[config.mk]
export PLATFORM = sky130hd
export DESIGN_NAME = turn_symbol_sequencer
export DESIGN_NICKNAME = d
export VERILOG_FILES = /design/src/rtl/turn_symbol_sequencer.sv
export SDC_FILE = /design/constraint.sdc
export NUM_CORES = 1
export LEC_CHECK = 0
export BUFFER_PORTS_ARGS = -buffer_cell sky130_fd_sc_hd__clkbuf_2
export CAP_MARGIN = 5
export CORE_AREA = 3 3 68 70
export DETAILED_ROUTE_END_ITERATION = 12
export DIE_AREA = 0 0 71 73
export GPL_TIMING_DRIVEN = 0
export PLACE_DENSITY = 0.74
export SLEW_MARGIN = 20
export SYNTH_ARGS = -nofsm -noshare
export SYNTH_HDL_FRONTEND = slang
export SYNTH_SLANG_ARGS = --single-unit
[constraint.sdc]
create_clock -name clk -period 2.79 [get_ports clk]
set_input_delay 0.279 -clock clk [delete_from_list [all_inputs] [get_ports clk]]
set_output_delay 0.279 -clock clk [all_outputs]
set_load 0.02 [all_outputs]
[src/rtl/turn_symbol_sequencer.sv]
// Game-status sequencer for Tic-Tac-Toe: tracks turn, move count and outcome, and
// drives four registered symbol codes for the player-turn 7-segment digits.
module turn_symbol_sequencer #(
   parameter int BLINK_DIV = 25_000_000
) (
   input  logic       clk,
   input  logic       reset,
   input  logic       start,
   input  logic       move_done,
   input  logic       game_won,
   output logic       cur_player,
   output logic [3:0] move_count,
   output logic [3:0] sym3,
   output logic [3:0] sym2,
   output logic [3:0] sym1,
   output logic [3:0] sym0
);

   localparam int CW = (BLINK_DIV > 2) ? $clog2(BLINK_DIV) : 1;

   localparam logic [3:0] SYM_O     = 4'd0;
   localparam logic [3:0] SYM_X     = 4'd1;
   localparam logic [3:0] SYM_UNDER = 4'd2;
   localparam logic [3:0] SYM_BLANK = 4'd3;
   localparam logic [3:0] SYM_W     = 4'd4;
   localparam logic [3:0] SYM_I     = 4'd5;
   localparam logic [3:0] SYM_N     = 4'd6;

   typedef enum logic [1:0] {
      S_IDLE,
      S_PLAY,
      S_WIN,
      S_DRAW
   } state_t;

   state_t          r_state,     w_state_nxt;
   logic            r_player,    w_player_nxt;
   logic   [3:0]    r_count,     w_count_nxt;
   logic            r_winner,    w_winner_nxt;
   logic   [CW-1:0] r_blink_cnt, w_blink_cnt_nxt;
   logic            r_phase,     w_phase_nxt;
   logic            w_blink_clr;
   logic   [3:0]    w_blink_sym;
   logic   [3:0]    r_sym3, r_sym2, r_sym1, r_sym0;
   logic   [3:0]    w_sym3_nxt, w_sym2_nxt, w_sym1_nxt, w_sym0_nxt;

   // Game progression: start overrides everything, moves only count while playing.
   always_comb begin
      // NOTE: every combinational output gets a default first so no path infers a latch.
      w_state_nxt  = r_state;
      w_player_nxt = r_player;
      w_count_nxt  = r_count;
      w_winner_nxt = r_winner;
      if (start) begin
         w_state_nxt  = S_PLAY;
         w_player_nxt = 1'b0;
         w_count_nxt  = 4'd0;
      end else if (move_done && (r_state == S_PLAY)) begin
         if (game_won) begin
            w_state_nxt  = S_WIN;
            w_winner_nxt = r_player;
            w_count_nxt  = r_count + 4'd1;
         end else if (r_count == 4'd8) begin
            w_state_nxt = S_DRAW;
            w_count_nxt = 4'd9;
         end else begin
            w_player_nxt = ~r_player;
            w_count_nxt  = r_count + 4'd1;
         end
      end
   end

   // Blink timebase restarts whenever the display context changes.
   always_comb begin
      w_blink_clr     = start || (w_state_nxt != r_state);
      w_blink_cnt_nxt = r_blink_cnt + CW'(1);
      w_phase_nxt     = r_phase;
      if (w_blink_clr) begin
         w_blink_cnt_nxt = '0;
         w_phase_nxt     = 1'b0;
      end else if (r_blink_cnt == CW'(BLINK_DIV - 1)) begin
         w_blink_cnt_nxt = '0;
         w_phase_nxt     = ~r_phase;
      end
   end

   // Symbols are decoded from the next-cycle state so they change on the same edge.
   always_comb begin
      w_blink_sym = w_phase_nxt ? SYM_BLANK : SYM_UNDER;
      w_sym3_nxt  = SYM_BLANK;
      w_sym2_nxt  = SYM_BLANK;
      w_sym1_nxt  = SYM_BLANK;
      w_sym0_nxt  = SYM_BLANK;
      case (w_state_nxt)
         S_IDLE: w_sym3_nxt = w_blink_sym;
         S_PLAY: begin
            w_sym3_nxt = w_player_nxt ? SYM_X : SYM_O;
            w_sym0_nxt = w_blink_sym;
         end
         S_WIN: begin
            w_sym3_nxt = w_phase_nxt ? SYM_BLANK : (w_winner_nxt ? SYM_X : SYM_O);
            w_sym2_nxt = SYM_W;
            w_sym1_nxt = SYM_I;
            w_sym0_nxt = SYM_N;
         end
         S_DRAW: begin
            w_sym3_nxt = w_blink_sym;
            w_sym2_nxt = w_blink_sym;
            w_sym1_nxt = w_blink_sym;
            w_sym0_nxt = w_blink_sym;
         end
         default: ;
      endcase
   end

   always_ff @(posedge clk) begin
      // NOTE: sequential state uses non-blocking assignments so all registers update together.
      if (reset) begin
         r_state     <= S_IDLE;
         r_player    <= 1'b0;
         r_count     <= 4'd0;
         r_winner    <= 1'b0;
         r_blink_cnt <= '0;
         r_phase     <= 1'b0;
         r_sym3      <= SYM_BLANK;
         r_sym2      <= SYM_BLANK;
         r_sym1      <= SYM_BLANK;
         r_sym0      <= SYM_BLANK;
      end else begin
         r_state     <= w_state_nxt;
         r_player    <= w_player_nxt;
         r_count     <= w_count_nxt;
         r_winner    <= w_winner_nxt;
         r_blink_cnt <= w_blink_cnt_nxt;
         r_phase     <= w_phase_nxt;
         r_sym3      <= w_sym3_nxt;
         r_sym2      <= w_sym2_nxt;
         r_sym1      <= w_sym1_nxt;
         r_sym0      <= w_sym0_nxt;
      end
   end

   assign cur_player = r_player;
   assign move_count = r_count;
   assign sym3       = r_sym3;
   assign sym2       = r_sym2;
   assign sym1       = r_sym1;
   assign sym0       = r_sym0;

endmodule

# --- Yosys cells after proc, flatten, opt, wreduce, memory -nomap -nowiden ---
# Cells that the tools add are included.
# W data, S select, Z words.
classes:
  add_sub_neg: 2
  eq_ne: 7
  muxes: 23
  n_bitwise: 2
  n_reduce_logical: 7
ops:
  columns: ["op", "count"]
  rows:
  - ["$add A25 B1 Y25 const B", 1]
  - ["$eq A25 B25 Y1 const B", 1]
  - ["$pmux W3 S2", 3]
  - ["$mux W1", 12]
  - ["$pmux W4 S3", 1]
  - ["$mux W2", 5]
  - ["$mux W4", 2]
  - ["$reduce_or A2 Y1", 3]
  - ["$add A4 B1 Y4 const B", 1]
  - ["$eq A2 B1 Y1 const B", 2]
  - ["$eq A2 B2 Y1 const B", 2]
  - ["$eq A4 B4 Y1 const B", 1]
  - ["$reduce_or A3 Y1", 1]
  - ["$logic_not A2 Y1", 1]
  - ["$ne A2 B2 Y1", 1]
  - ["$not A1 Y1", 2]
  - ["$logic_and A1 B1 Y1", 1]
  - ["$logic_or A1 B1 Y1", 1]
word_totals:
  register_bits: 50
  in_bits: 5
  wordCells: 51

# --- Depth between registers and ports, before layout ---
depth:
  ltp_word: 10
  ltp_mapped: 11
  ltp_nobuf: 11

# --- Least setup slack after synthesis ---
# Ideal clock, no wire load.
synth_timing:
  path_type: "reg-to-reg"
  start: "register r_count[0], in the netlist move_count[0]"
  end: "register r_sym1[0], in the netlist sym1[0]"
  arrival_time_ps: 1963
  required_time_ps: 2656
  setup_slack_ps: 693
  stages_incl_launch_ff: 9
  path_cell_list: "dfxtp_1 -> inv_1 -> ha_1 -> nand3b_1 -> nand2b_1 -> a31oi_1 -> nor2_1 -> ha_1 -> or4b_1"
synth_between:
  elab_chain_len: 10
synth_rtl:
  columns: ["element", "line", "rtl"]
  rows:
  - ["start, declared", "38", "logic [3:0] r_count, w_count_nxt;"]
  - ["start signal, assigned", "132", "r_count <= w_count_nxt;"]
  - ["$eq A4 B4 Y1 *", "63", "end else if (r_count == 4'd8) begin"]
  - ["$mux W2 *", "63", null]
  - ["$mux W2 *", "59", "if (game_won) begin"]
  - ["$mux W2 *", "58", "end else if (move_done && (r_state == S_PLAY)) begin"]
  - ["$mux W2 *", "54", "if (start) begin"]
  - ["net w_state_nxt[1]", "36", "state_t r_state, w_state_nxt;"]
  - ["$ne A2 B2 Y1", "75", "w_blink_clr = start || (w_state_nxt != r_state);"]
  - ["$logic_or A1 B1 Y1", "75", null]
  - ["$mux W1", "78", "if (w_blink_clr) begin"]
  - ["$mux W1", "89", "w_blink_sym = w_phase_nxt ? SYM_BLANK : SYM_UNDER;"]
  - ["$pmux W3 S2 *", "94", "case (w_state_nxt)"]
  - ["end signal, assigned", "138", "r_sym1 <= w_sym1_nxt;"]
  - ["end, declared", "44", "logic [3:0] r_sym3, r_sym2, r_sym1, r_sym0;"]
# The timed path passes the listed nets; every way through them passes the cells marked *.
# A chain may end at the register's enable or synchronous reset.

# --- Final worst setup path ---
# Ends and elaborated chain as after synthesis.

==> impl_metrics.env <==
export IMPL_status="finished, final reports clean"
export IMPL_synthCells=222
export IMPL_grt_pass1_vias=1478
export IMPL_core_area_um2=4029
export IMPL_die_area_um2=5183
export IMPL_detail_route_wl_per_cell_um=11.88
export IMPL_synth_top_family_by_area="simple AND/OR/NAND/NOR gates"
export IMPL_p_seq_frac=0.571
export IMPL_avgViaCountPerCell=5.119
export IMPL_critPathLaunchType="flip-flop"
export IMPL_cp_buffers_inverters=1
export IMPL_worstMarginPinSlew_ns=0.5883
export IMPL_fin_hold_ws_ns=0.3344
export IMPL_muxShareOfSynthArea=0.01008
export IMPL_clkLatencyLatePin_ns=0.30
export IMPL_cts_tree="built"
export IMPL_cts_path_max_buffers=2
export IMPL_path_class="flip-flop to flip-flop"
export IMPL_cts_root_buf="clkbuf_8"
export IMPL_vias=1546
export IMPL_synth_compound_area_frac=0.06490
export IMPL_slew_viol_final=0
export IMPL_pin_count=26
export IMPL_numCtsBuffers=5
export IMPL_crit_chain="inv_1 > ha_1 > nand3b_1 > nand2b_1 > a31oi_1 > nor2_1 > ha_1 > or4b_1"
export IMPL_leakagePower_uw=0.0008346
export IMPL_drt_iter0_drc=63
export IMPL_drv_cap=0
export IMPL_layout_common_cells="41 x dfxtp_1, 37 x nor2_1, 18 x clkbuf_2"
export IMPL_finalClockSkew_ns=0.007452
export IMPL_clkPwrFrac=0.364
export IMPL_p_int_uw=790.2
export IMPL_antenna_found_initial=0
export IMPL_yosys_warnings=0
export IMPL_die_w_um=71
export IMPL_fin_setup_tns_ns=0
export IMPL_layout_commonest_cell="dfxtp_1"
export IMPL_synth_xor_area_share=0.1014
export IMPL_io_buffer_count=18
export IMPL_fin_crit_sh=0.7840
export IMPL_syn2layout_area_growth_pct=12.79
export IMPL_overflow=0
export IMPL_grt_pass1_wl_um=6410
export IMPL_vdd_ir_drop_max_uv=341.3
export IMPL_track_usage=0.1564
export IMPL_layout_drive_gt1_share=0.1825
export IMPL_finalHoldViolations=0
export IMPL_switchingPower_uw=256.9
export IMPL_cp_max_fo=4
export IMPL_rsz0062_at_grt="no"
export IMPL_worstHoldPathType="input pin to flip-flop"
export IMPL_postCtsSetupRepairBufs=0
export IMPL_grt_start_max_net_pins=14
export IMPL_crit_path_max_incr_delay_ns=0.52
export IMPL_sw_frac_of_total=0.2454
export IMPL_antenna_cells=0
export IMPL_power_total_uw=1047
export IMPL_synthAdderAreaFrac=0.04411
export IMPL_drc=0
export IMPL_rows=23
export IMPL_comb_power_share=0.066
export IMPL_cp_top_family="simple AND/OR/NAND/NOR gates"
export IMPL_hpwl_um=2670
export IMPL_cts_repair_resized=0
export IMPL_finalSetupViolations=0
export IMPL_synth_cell_type_count=41
export IMPL_crit_path_end_kind="flip-flop"
export IMPL_period_needed_ns=2.187
export IMPL_crit_top_cell="ha_1"
export IMPL_synthSimpleGateAreaFrac=0.3025
export IMPL_synth_area_per_cell_um2=8.944
export IMPL_fp_dieH_um=73
export IMPL_yosysSeqAreaShare=0.4134
export IMPL_cts_max_level=2
export IMPL_power_per_cell_area_nw_per_um2=467.5
export IMPL_finish_net_count=263
export IMPL_cts_clk_slew_worst_paths_ns=0.08
export IMPL_relSlewSlack=0.6042
export IMPL_fmaxAchievable_mhz=457.2
export IMPL_crit_slowest_cell="or4b_1"
export IMPL_cp_required_ns=2.97
export IMPL_holdBufCountCts=0
export IMPL_wl_um=3588
export IMPL_netlist_area_um2=1986
export IMPL_routabilityCongestion=0.7721
export IMPL_clock_sinks=41
export IMPL_detail_route_antenna_nets=0
export IMPL_crit_arrival_ns=2.37
export IMPL_initial_core_util=0.4929
export IMPL_dr_pass1_iters=4
export IMPL_ys_ff_latch=41
-- Yosys cell counts --
library cell | count | area, um^2
a31oi_1 | 1 | 6.260
nor4_4 | 1 | 21.27
o21ai_0 | 3 | 15.01
nand3_1 | 10 | 50.05
a211o_2 | 2 | 20.02
or2_2 | 1 | 6.260
or4b_1 | 1 | 10.01
or4_4 | 1 | 11.26
a221o_1 | 2 | 20.02
a221oi_2 | 1 | 15.01
nand2_1 | 9 | 33.78
ha_1 | 7 | 87.58
buf_4 | 9 | 67.56
o21bai_1 | 1 | 7.510
nand2b_1 | 5 | 31.28
conb_1 | 2 | 7.510
mux2i_1 | 2 | 20.02
and3_1 | 4 | 25.02
nor2b_1 | 3 | 18.77
or3_1 | 2 | 12.51
nand4b_1 | 2 | 17.52
dfxtp_1 | 41 | 820.8
o31a_1 | 1 | 8.760
a21o_1 | 1 | 7.510
clkbuf_1 | 4 | 15.01
inv_1 | 7 | 26.28
nand4_1 | 7 | 43.79
nand2b_4 | 1 | 13.76
or4bb_1 | 1 | 11.26
nor3_1 | 4 | 20.02
nand3b_1 | 3 | 22.52
and3b_1 | 2 | 17.52
buf_2 | 2 | 10.01
xnor2_1 | 16 | 140.1
nor2_1 | 37 | 138.9
a21oi_1 | 4 | 20.02
and3_2 | 2 | 15.01
nor4_1 | 10 | 62.56
and4_1 | 2 | 17.52
o2bb2ai_1 | 1 | 8.760
xor2_1 | 7 | 61.31
-- layer usage --
metal	up-vias	global-route usage	part of all wire
li1	810	-	-
met1	707	0.1835	0.46
met2	23	0.2636	0.48
met3	6	0.04959	0.039
met4	0	0.06681	0.018
met5	-	0	0
-- power by group through the flow --
stage,Combinational [uW],Sequential (uW),Clock [uW]
final,68.7,598,381
after global routing,77.4,599,422
after CTS,69.2,598,402
after global placement,67.7,611,0
after floorplan,45.5,616,0
after detailed placement,69.0,611,0
-- path summary, 6_finish.rpt --
check / start / to / slack [ns] / depth (start not counted)
min reg2reg: r_blink_cnt[0] / r_blink_cnt[0] / 0.51 / 1
max: move_count[0] / sym1[0] / 0.60 / 8
min: reset / r_winner / 0.33 / 2
max reg2reg: move_count[0] / sym1[0] / 0.60 / 8
-- registers in the layout, indices dropped and copies added, names as in the netlist --
| register | count |
|---|---|
| r_winner | 1 |
| sym2 | 1 |
| sym3 | 2 |
| move_count | 4 |
| r_phase | 1 |
| r_state | 2 |
| cur_player | 1 |
| r_blink_cnt | 25 |
| sym0 | 1 |
| sym1 | 3 |
-- cells by family (layout without fill, tap and decap cells) --
group / after synthesis / in the layout
mux: 2 / 2
xor+xnor: 23 / 23
flops: 41 / 41
buf+inv: 22 / 48
fa+ha+maj: 7 / 7
compound gates: 17 / 17
other cells: 2 / 6
simple gates: 108 / 108
-- per-stage QoR --
stage	area [um^2]	std cells	setup WS [ns]	utilization
floorplan	2001	226	0.6926	-
global placement	2153	294	0.6590	0.5345
global route	2240	302	0.4071	0.5559
CTS	2240	302	0.6089	0.5559
detailed placement	2153	294	0.6353	0.5345
finish	2240	302	0.6026	0.5559
-- cell type report --
type                       instances  area (um^2)
buffer                            15        92.59
clock buffer                       5        68.82
clock inverter                     3        17.52
fill                             396         1789
inverter                           7        26.28
multi-input combinational        163         1061
sequential                        41        820.8
tap                               50        62.56
timing repair buffer              18        90.09
(Power assumes the default switching activity.)
